$ cat config.mk
export PLATFORM = sky130hd
export DESIGN_NAME = sockit_spi_rpo
export DESIGN_NICKNAME = d
export VERILOG_FILES = /design/src/rtl/sockit_spi_pkg.sv /design/src/rtl/sockit_spi_rpo.sv
export SDC_FILE = /design/constraint.sdc
export NUM_CORES = 1
export LEC_CHECK = 0
export CAP_MARGIN = 20
export CORE_ASPECT_RATIO = 0.7
export CORE_MARGIN = 2
export CORE_UTILIZATION = 49
export CTS_CLUSTER_DIAMETER = 60
export DETAILED_ROUTE_END_ITERATION = 12
export PLACE_DENSITY = 0.85
export SLEW_MARGIN = 5
export SYNTH_ARGS = -nofsm -noshare
export SYNTH_HDL_FRONTEND = slang
export SYNTH_SLANG_ARGS = --single-unit
$ cat constraint.sdc
create_clock -name clk -period 2.3 [get_ports clk]
set_clock_uncertainty 0.05 [all_clocks]
set_input_delay 0.69 -clock clk [delete_from_list [all_inputs] [get_ports clk]]
set_output_delay 0.69 -clock clk [all_outputs]
set_load 0.02 [all_outputs]
$ cat src/rtl/sockit_spi_pkg.sv
// Shared definitions for the SPI command/queue repackagers: IO modes, control
// field positions, widths and the word-to-lane unpack function.
package sockit_spi_pkg;

  typedef enum logic [1:0] {
    IOM_3WR  = 2'd0,
    IOM_SPI  = 2'd1,
    IOM_DUAL = 2'd2,
    IOM_QUAD = 2'd3
  } iom_t;

  localparam int unsigned SDW = 8;
  localparam int unsigned SDL = $clog2(SDW);
  localparam int unsigned CCO = 6;
  localparam int unsigned CDW = 32;
  localparam int unsigned QCO = 4;
  localparam int unsigned QDW = 4 * SDW;

  localparam int unsigned CTL_NEW     = 3;
  localparam int unsigned CTL_LST     = 2;
  localparam int unsigned CTL_IOM_MSB = 1;
  localparam int unsigned CTL_IOM_LSB = 0;
  localparam int unsigned CTL_CNT_MSB = 5;
  localparam int unsigned CTL_CNT_LSB = 4;

  // De-interleave the MSB-first command word onto the active lanes; idle lanes stay 0.
  function automatic logic [QDW-1:0] unpack(input logic [CDW-1:0] dat, input iom_t iom);
    logic [QDW-1:0] q;
    q = '0;
    for (int i = 0; i < int'(SDW); i++) begin
      case (iom)
        IOM_DUAL: begin
          q[2*SDW-1-i] = dat[CDW-1-2*i];
          q[SDW-1-i]   = dat[CDW-2-2*i];
        end
        IOM_QUAD: begin
          for (int k = 0; k < 4; k++) begin
            q[(4-k)*SDW-1-i] = dat[CDW-1-4*i-k];
          end
        end
        default: q[SDW-1-i] = dat[CDW-1-i];
      endcase
    end
    return q;
  endfunction

endpackage

$ cat src/rtl/sockit_spi_rpo.sv
// Output-side repackager: splits each command word into 1, 2 or 4 queue
// segments according to the IO mode, feeding the SPI serializer.
module sockit_spi_rpo
  import sockit_spi_pkg::*;
(
  input  logic           clk,
  input  logic           rst,
  input  logic           cmd_vld,
  input  logic [CCO-1:0] cmd_ctl,
  input  logic [CDW-1:0] cmd_dat,
  output logic           cmd_rdy,
  output logic           que_vld,
  output logic [QCO-1:0] que_ctl,
  output logic [QDW-1:0] que_dat,
  input  logic           que_rdy
);

  if (CDW != 4 * SDW) begin : g_cdw_check
    $error("sockit_spi_rpo: CDW must equal 4*SDW");
  end

  logic           cyc_vld;
  logic [1:0]     cyc_cnt;
  logic           cyc_new;
  logic           cyc_lst;
  iom_t           cyc_iom;
  logic [CDW-1:0] cyc_dat;

  logic           cmd_trn;
  logic           que_trn;
  iom_t           cmd_iom;
  logic [1:0]     cmd_cnt;

  // Quad fits a whole word in one segment, dual in at most two.
  function automatic logic [1:0] clamp_cnt(input logic [1:0] cnt, input iom_t iom);
    case (iom)
      IOM_QUAD: return 2'd0;
      IOM_DUAL: return (cnt != 2'd0) ? 2'd1 : 2'd0;
      default:  return cnt;
    endcase
  endfunction

  assign cmd_iom = iom_t'(cmd_ctl[CTL_IOM_MSB:CTL_IOM_LSB]);
  assign cmd_cnt = cmd_ctl[CTL_CNT_MSB:CTL_CNT_LSB];

  // Ready to accept while the last segment of the current word leaves.
  assign cmd_rdy = ~cyc_vld | (que_rdy & (cyc_cnt == 2'd0));
  assign cmd_trn = cmd_vld & cmd_rdy;
  assign que_trn = que_vld & que_rdy;

  always_ff @(posedge clk or posedge rst) begin
    if (rst) begin
      cyc_vld <= 1'b0;
      cyc_cnt <= 2'd0;
      cyc_new <= 1'b0;
      cyc_lst <= 1'b0;
      cyc_iom <= IOM_3WR;
      cyc_dat <= '0;
    end else if (cmd_trn) begin
      cyc_vld <= 1'b1;
      cyc_cnt <= clamp_cnt(cmd_cnt, cmd_iom);
      cyc_new <= cmd_ctl[CTL_NEW];
      cyc_lst <= cmd_ctl[CTL_LST];
      cyc_iom <= cmd_iom;
      cyc_dat <= cmd_dat;
    end else if (que_trn) begin
      if (cyc_cnt != 2'd0) begin
        cyc_cnt <= cyc_cnt - 2'd1;
        cyc_new <= 1'b0;
        cyc_dat <= (cyc_iom == IOM_DUAL) ? (cyc_dat << (2 * SDW)) : (cyc_dat << SDW);
      end else begin
        cyc_vld <= 1'b0;
      end
    end
  end

  assign que_vld = cyc_vld;
  assign que_ctl = {cyc_new, cyc_lst & (cyc_cnt == 2'd0), cyc_iom};
  assign que_dat = unpack(cyc_dat, cyc_iom);

endmodule

* After elaboration in Yosys (flattened, before gate mapping) *
Index checks and enable logic that the tools add are counted.

cells by class
  reductions and logical operators = 7
  bitwise logic cells = 6
  add/subtract/negate cells = 1
  eq/ne operators = 5
  muxes and demuxes = 47

operators with widths
  cell                                                                number
  32-bit two-way mux                                                  4
  1-bit one-hot mux with 2 select lines                               16
  1-bit two-way mux                                                   23
  2-bit equality test, second input constant                          4
  2-bit nonzero test                                                  4
  2-bit two-way mux                                                   3
  1-bit bitwise AND                                                   4
  2-bit one-hot mux with 2 select lines                               1
  2-bit AND reduction                                                 2
  2-bit zero test                                                     1
  2-bit inequality test, second input constant                        1
  2-bit by 1-bit subtractor with 2-bit output, second input constant  1
  1-bit inverter                                                      1
  1-bit bitwise OR                                                    1

word-level totals
  flip-flop bits (word level) = 39
  input port bits = 42
  logic and storage cells = 72

* Logic depth before layout (Yosys ltp) *
Gate-level depths: netlist of the first run.

  depth after elaboration = 6
  depth in mapped cells = 8
  gate-level depth less buffers = 6

* Least setup slack after synthesis of the first run *
Ideal clock, no wire load.

  kind = reg-to-output
  from = register cyc_iom[0]
  to = output que_dat[5]
  stages on the path, launching flop included = 5
  buffers on the path = 2
  data required time = 1.560 ns
  arrival time = 1.362 ns
  setup slack = 0.198 ns
  cells stage by stage = dfrtp_1 buf_6 clkbuf_1 mux2i_1 a21oi_1

between the ends
  word-level cells in the longest chain between the ends = 2

RTL lines
  item                                       line                  RTL
  start: declaration                         sockit_spi_rpo.sv:26  iom_t cyc_iom;
  start signal: assignment                   sockit_spi_rpo.sv:64  cyc_iom <= cmd_iom;
  2-bit equality test                        sockit_spi_pkg.sv:31  case (iom)
  1-bit one-hot mux with 2 select lines (*)  sockit_spi_pkg.sv:31
  end: declaration                           sockit_spi_rpo.sv:14  output logic [QDW-1:0] que_dat,

Every way passes the cells marked *; elsewhere a longest branch is shown, timed or not.

* Worst setup path in the final report of the first run *
  from = register cyc_iom[0]
  to = output que_dat[11]

The elaborated chain is that of the path after synthesis.

==> results.sh, run 1 <==
export IMPL_path_buf_inv=2
export IMPL_drt_pass1_iterations=4
export IMPL_wl_met1_um=2860
export IMPL_clock_path_buffers=2
export IMPL_clock_sinks=39
export IMPL_pin_count=80
export IMPL_vias_per_cell=5.75
export IMPL_ctsHtreeMaxLevel=2
export IMPL_rsz0062_at_grt="true"
export IMPL_setup_viol=0
export IMPL_dr_wl_met3_um=448
export IMPL_cp_cell_sequence="buf_12, mux2i_1, nor2b_1, dlygate4sd2_1"
export IMPL_cts_buffers=5
export IMPL_critPathKind="reg -> out"
export IMPL_period_needed_ps=2280
export IMPL_yosysTopAreaCellShare=0.413
export IMPL_seq_area_frac_synth=0.413
export IMPL_die_area_um2=5400
export IMPL_cap_violations=0
export IMPL_maxSlewHeadroom=0.668
export IMPL_cp_slowest_cell="dfrtp_2"
export IMPL_power_density_nw_per_um2=1320
export IMPL_met2_length_um=3030
export IMPL_final_antenna_net_count=0
export IMPL_period_share=0.991
export IMPL_start_util=0.502
export IMPL_maxSlewViolCount=0
export IMPL_hold_buffers=0
export IMPL_critPathTopFamily="buffers and inverters"
export IMPL_required_ps=1560
export IMPL_root_buffer="clkbuf_8"
export IMPL_cpPeakStageDelay_ps=430
export IMPL_holdCritPathClass="reg -> reg"
export IMPL_vias=2375
export IMPL_cts_tree="yes"
export IMPL_portBuffers=79
export IMPL_antenna_found_initial=0
export IMPL_max_freq_mhz=439
export IMPL_drc=0
export IMPL_ir_drop_v=0.000717
export IMPL_worst_hold_slack_ps=426
export IMPL_ys_ff_latch=39
export IMPL_final_hold_violation_count=0
export IMPL_synth_top_area_cell="dfrtp_1"
export IMPL_grt_max_degree=44
export IMPL_gp_congestion=0.785
export IMPL_drt_iter0_drc=166
export IMPL_grt_overflow_total=0
export IMPL_clock_latency_ps=300
export IMPL_synth_area_leaders="dfrtp_1 41%, nand2_1 7.6%, and3_1 7.2%"
export IMPL_row_count=21
export IMPL_yosysWarningCount=0
export IMPL_netlist_area_um2=2360
export IMPL_worstMarginPinSlew_ps=498
export IMPL_wire_per_inst_um=15.4
export IMPL_critPathArrivalTime_ps=1540
export IMPL_antenna_cells=0
export IMPL_cp_start_kind="register"
export IMPL_setup_worst_path_end_class="output port"
export IMPL_totalWireLength_um=6370
export IMPL_status="complete, no violations"
export IMPL_synth_cell_types=28
export IMPL_setup_tns_ps=0
export IMPL_dpl_hpwl_um=4450
export IMPL_groute_usage_overall=0.237
export IMPL_syn_avg_cell_area_um2=8.44
export IMPL_die_x_um=87.0
export IMPL_clk_pin_slew_ps=70
export IMPL_crit_fanout=14
export IMPL_highest_layer="met4"
export IMPL_dieHeight_um=62.1
export IMPL_grt_pass1_wl_um=9860
export IMPL_core_um2=4700
export IMPL_drive_above_1_share=0.104
export IMPL_nets=398
export IMPL_synth_cells=280
export IMPL_syn_nets=323
export IMPL_syn2layout_area_growth_pct=39.8
export IMPL_leakage_nw=1.62
export IMPL_grt_pass1_vias=2080
export IMPL_post_cts_buffers=0
report_power, final:
group / total [mW] / internal, mW / switching [mW]
Combinational: 2.58 / 1.18 / 1.39
Sequential: 1.32 / 0.995 / 0.322
Clock: 0.456 / 0.213 / 0.243
Total: 4.35 / 2.39 / 1.96
path summary, 6_finish.rpt:
path                                         from                      end  slack, ps  cells past startpoint
max                        cyc_iom[0]$_DFFE_PP0P_              que_dat[11]         20                      4
max in group asynchronous                     rst   cyc_iom[0]$_DFFE_PP0P_       1080                      3
min                           cyc_lst$_DFFE_PP0P_      cyc_lst$_DFFE_PP0P_        430                      2
min in group asynchronous                     rst  cyc_dat[24]$_DFFE_PP0P_        750                      3
max reg2reg                cyc_cnt[0]$_DFFE_PP0P_  cyc_dat[12]$_DFFE_PP0P_        500                      8
min reg2reg                   cyc_lst$_DFFE_PP0P_      cyc_lst$_DFFE_PP0P_        430                      2
layer usage:
metal / track usage / vias up
met2: 0.385 / 84
met3: 0.0357 / 3
met5: 0 / -
li1: - / 1123
met1: 0.338 / 1165
met4: 0.0603 / 0
per-stage QoR:
step	area [um^2]	total power [mW]	utilization	instances	setup WS, ps
after floorplan	2360	3.01	-	280	198
after global placement	3250	3.93	0.691	404	-329
after detailed placement	3250	4.01	0.691	404	-359
after CTS	3280	4.30	0.698	412	22.9
after global routing	3300	4.66	0.702	413	-27.0
final	3300	4.35	0.702	413	20.1
registers in the layout, indices dropped and copies added (netlist names):
| name | cells |
|---|---|
| cyc_dat | 32 |
| cyc_lst | 1 |
| cyc_cnt | 2 |
| cyc_new | 1 |
| que_vld | 1 |
| cyc_iom | 2 |
worst register-to-register path, stage by stage, from the launching register on:
cell and delay (ps):
dfrtp_1 330, inv_1 60, ha_1 240, a21bo_2 210
buf_4 130, and2_1 220, buf_4 170, a21oi_1 170
a21oi_1 90
cells by family after synthesis:
group	count (synthesis)	share of synthesized area
simple gates	114	0.234
compound gates	75	0.189
flops	39	0.413
buf+inv	30	0.0657
mux	21	0.0932
fa+ha+maj	1	0.00530
cell type report:
class	instances	area, um^2
fill	374	1400
tap	57	71.3
timing repair buffer	93	918
clock buffer	7	76.3
multi-input combinational	211	1230
clock inverter	1	5.00
sequential	39	977
inverter	5	18.8
layout by cell type (no fill, tap or decap), drive strengths merged, types with 2 or more instances in the layout:
cell type and n:
a21oi 27, a22o 10, and2 2, and2b 2, and3 27, buf 14, clkbuf 13, clkdlybuf4s15 4
clkdlybuf4s50 44, dfrtp 39, dlygate4sd2 24, inv 5, mux2 5, mux2i 16, nand2 48, nand2b 3
nand3 8, nor2 16, nor2b 8, o21ai 29, o22ai 6
synth_stat cells:
cell,number
nand2_1,48
dfrtp_1,39
a21oi_1,27
and3_1,27
o21ai_0,18
mux2i_1,16
nor2_1,16
o21ai_1,11
a22o_1,10
buf_2,10
clkbuf_1,10
nand3_1,8
nor2b_1,8
inv_1,5
mux2_2,4
o22ai_1,4
buf_6,3
and2_1,2
and2b_1,2
buf_4,2
nand2b_1,2
o22ai_2,2
a21bo_2,1
ha_1,1
mux2_4,1
nand2b_4,1
o221ai_1,1
o22a_1,1
what timing repair did:
item,CTS,global route
endpoints found under the setup margin,34,9
cloned,0,1
gates resized for setup,37,17
(Power assumes the default switching activity.)
==> inputs of run 2 (changes only) <==
--- a/config.mk
+++ b/config.mk
@@ -8,10 +8,10 @@
 export CAP_MARGIN = 20
 export CORE_ASPECT_RATIO = 0.7
 export CORE_MARGIN = 2
-export CORE_UTILIZATION = 49
+export CORE_UTILIZATION = 45
 export CTS_CLUSTER_DIAMETER = 60
 export DETAILED_ROUTE_END_ITERATION = 12
-export PLACE_DENSITY = 0.85
+export PLACE_DENSITY = 0.79
 export SLEW_MARGIN = 5
 export SYNTH_ARGS = -nofsm -noshare
 export SYNTH_HDL_FRONTEND = slang
==> results.sh, run 2 (synthesized netlist as in run 1, its figures left out) <==
export IMPL_grt_max_degree=40
export IMPL_root_buffer="clkbuf_8"
export IMPL_nets=399
export IMPL_top_regs="cyc_dat x32, cyc_cnt x2, cyc_iom x2"
export IMPL_leakage_nw=1.65
export IMPL_r2r_setup_slack_ps=210
export IMPL_period_share=0.981
export IMPL_worstMarginPinSlew_ps=779
export IMPL_required_ps=1560
export IMPL_r2r_cells=6
export IMPL_start_util=0.459
export IMPL_vias=2312
export IMPL_core_um2=5150
export IMPL_placed_cell_area_um2=3260
export IMPL_stdcell_area_um2=3360
export IMPL_pin_count=80
export IMPL_final_antenna_net_count=0
export IMPL_critPathKind="reg -> out"
export IMPL_power_density_nw_per_um2=1340
export IMPL_cp_start_kind="register"
export IMPL_maxSlewHeadroom=0.481
export IMPL_groute_usage_overall=0.221
export IMPL_die_area_um2=5850
export IMPL_ir_drop_v=0.000622
export IMPL_setup_tns_ps=0
export IMPL_drt_iter0_drc=173
export IMPL_antenna_cells=0
export IMPL_drive_above_1_share=0.112
export IMPL_dpl_hpwl_um=4490
export IMPL_crit_end="que_dat[3]"
export IMPL_vias_per_cell=5.39
export IMPL_period_needed_ps=2260
export IMPL_reg2reg_from="cyc_cnt[0]$_DFFE_PP0P_"
export IMPL_dieHeight_um=64.6
export IMPL_gp_congestion=0.815
export IMPL_clock_path_buffers=2
export IMPL_reg2reg_to="cyc_dat[25]$_DFFE_PP0P_"
export IMPL_grt_overflow_total=0
export IMPL_final_hold_violation_count=0
export IMPL_max_freq_mhz=443
export IMPL_largest_register_ffs=32
export IMPL_clock_sinks=39
export IMPL_holdCritPathClass="reg -> reg"
export IMPL_startpoint="cyc_iom[0]$_DFFE_PP0P_"
export IMPL_portBuffers=79
export IMPL_finalCoreUtilization=0.653
export IMPL_drt_pass1_iterations=4
export IMPL_drc=0
export IMPL_hold_buffers=0
export IMPL_rsz0062_at_grt="false"
export IMPL_grt_pass1_vias=2190
export IMPL_grt_pass1_wl_um=10400
export IMPL_critPathArrivalTime_ps=1520
export IMPL_setup_worst_path_end_class="output port"
export IMPL_setup_viol=0
export IMPL_final_common_cell="nand2_1"
export IMPL_clock_latency_ps=290
export IMPL_status="complete, no violations"
export IMPL_cts_tree="yes"
export IMPL_clk_pin_slew_ps=70
export IMPL_die_x_um=90.6
export IMPL_maxSlewViolCount=0
export IMPL_largest_register="cyc_dat"
export IMPL_cts_buffers=5
export IMPL_wire_per_inst_um=15.3
export IMPL_ctsHtreeMaxLevel=2
export IMPL_antenna_found_initial=0
export IMPL_totalWireLength_um=6560
export IMPL_crit_fanout=14
export IMPL_syn2layout_area_growth_pct=42.2
export IMPL_cap_violations=0
export IMPL_layout_common_cells="48 x nand2_1, 44 x clkdlybuf4s50_1, 38 x dfrtp_1"
export IMPL_row_count=22
## run 2: worst min-delay path by stage
stage,startpoint,to,slack [ps],depth (start not counted)
2_1_floorplan,cyc_lst$_DFFE_PP0P_,cyc_lst$_DFFE_PP0P_,390,2
3_3_place_gp,cyc_lst$_DFFE_PP0P_,cyc_lst$_DFFE_PP0P_,410,2
3_5_place_dp,cyc_lst$_DFFE_PP0P_,cyc_lst$_DFFE_PP0P_,420,2
4_1_cts,cyc_lst$_DFFE_PP0P_,cyc_lst$_DFFE_PP0P_,440,2
5_1_grt,cyc_lst$_DFFE_PP0P_,cyc_lst$_DFFE_PP0P_,480,2
6_report,cyc_lst$_DFFE_PP0P_,cyc_lst$_DFFE_PP0P_,430,2
## run 2: worst max-delay path, cell delays in order, from the launching register on
cell	delay, ps
dfrtp_2	460
buf_12	180
mux2i_1	120
a21oi_1	160
clkdlybuf4s15_1	320
## run 2: routing by layer
layer / part of all wire / global-route usage / vias up / wire (um)
met1: 0.45 / 0.302 / 1105 / 2960
met5: 0 / 0 / - / 0
li1: - / - / 1123 / -
met2: 0.48 / 0.357 / 77 / 3130
met4: 0.0099 / 0.0692 / 0 / 65
met3: 0.061 / 0.0419 / 7 / 398
## run 2: layout make-up
| type | count | area, um^2 |
|---|---|---|
| tap | 72 | 90.1 |
| clock buffer | 6 | 82.6 |
| sequential | 39 | 977 |
| timing repair buffer | 94 | 917 |
| clock inverter | 2 | 35.0 |
| inverter | 5 | 18.8 |
| multi-input combinational | 211 | 1240 |
| fill | 456 | 1790 |
## run 2: through the flow
step / setup slack, ps / cells / power (mW) / hold WS [ps]
after global routing: 0.874 / 429 / 4.83 / 483
after floorplan: 198 / 280 / 3.01 / 388
final: 43.6 / 429 / 4.51 / 434
after global placement: -332 / 420 / 3.94 / 407
after detailed placement: -335 / 420 / 4.01 / 421
after CTS: 32.3 / 428 / 4.45 / 440
## run 2: what timing repair did
item,CTS,global route
gates resized for setup,37,16
pin swaps,0,0
endpoints found under the setup margin,34,10
setup buffers,0,0
cloned,0,1
## run 2: power breakdown
| group | switching (mW) | leakage, nW | total [mW] | internal, mW |
|---|---|---|---|---|
| clock | 0.237 | 0.0612 | 0.589 | 0.351 |
| sequential | 0.330 | 0.484 | 1.32 | 0.995 |
| combinational | 1.41 | 1.10 | 2.60 | 1.19 |
| total | 1.98 | 1.65 | 4.51 | 2.54 |
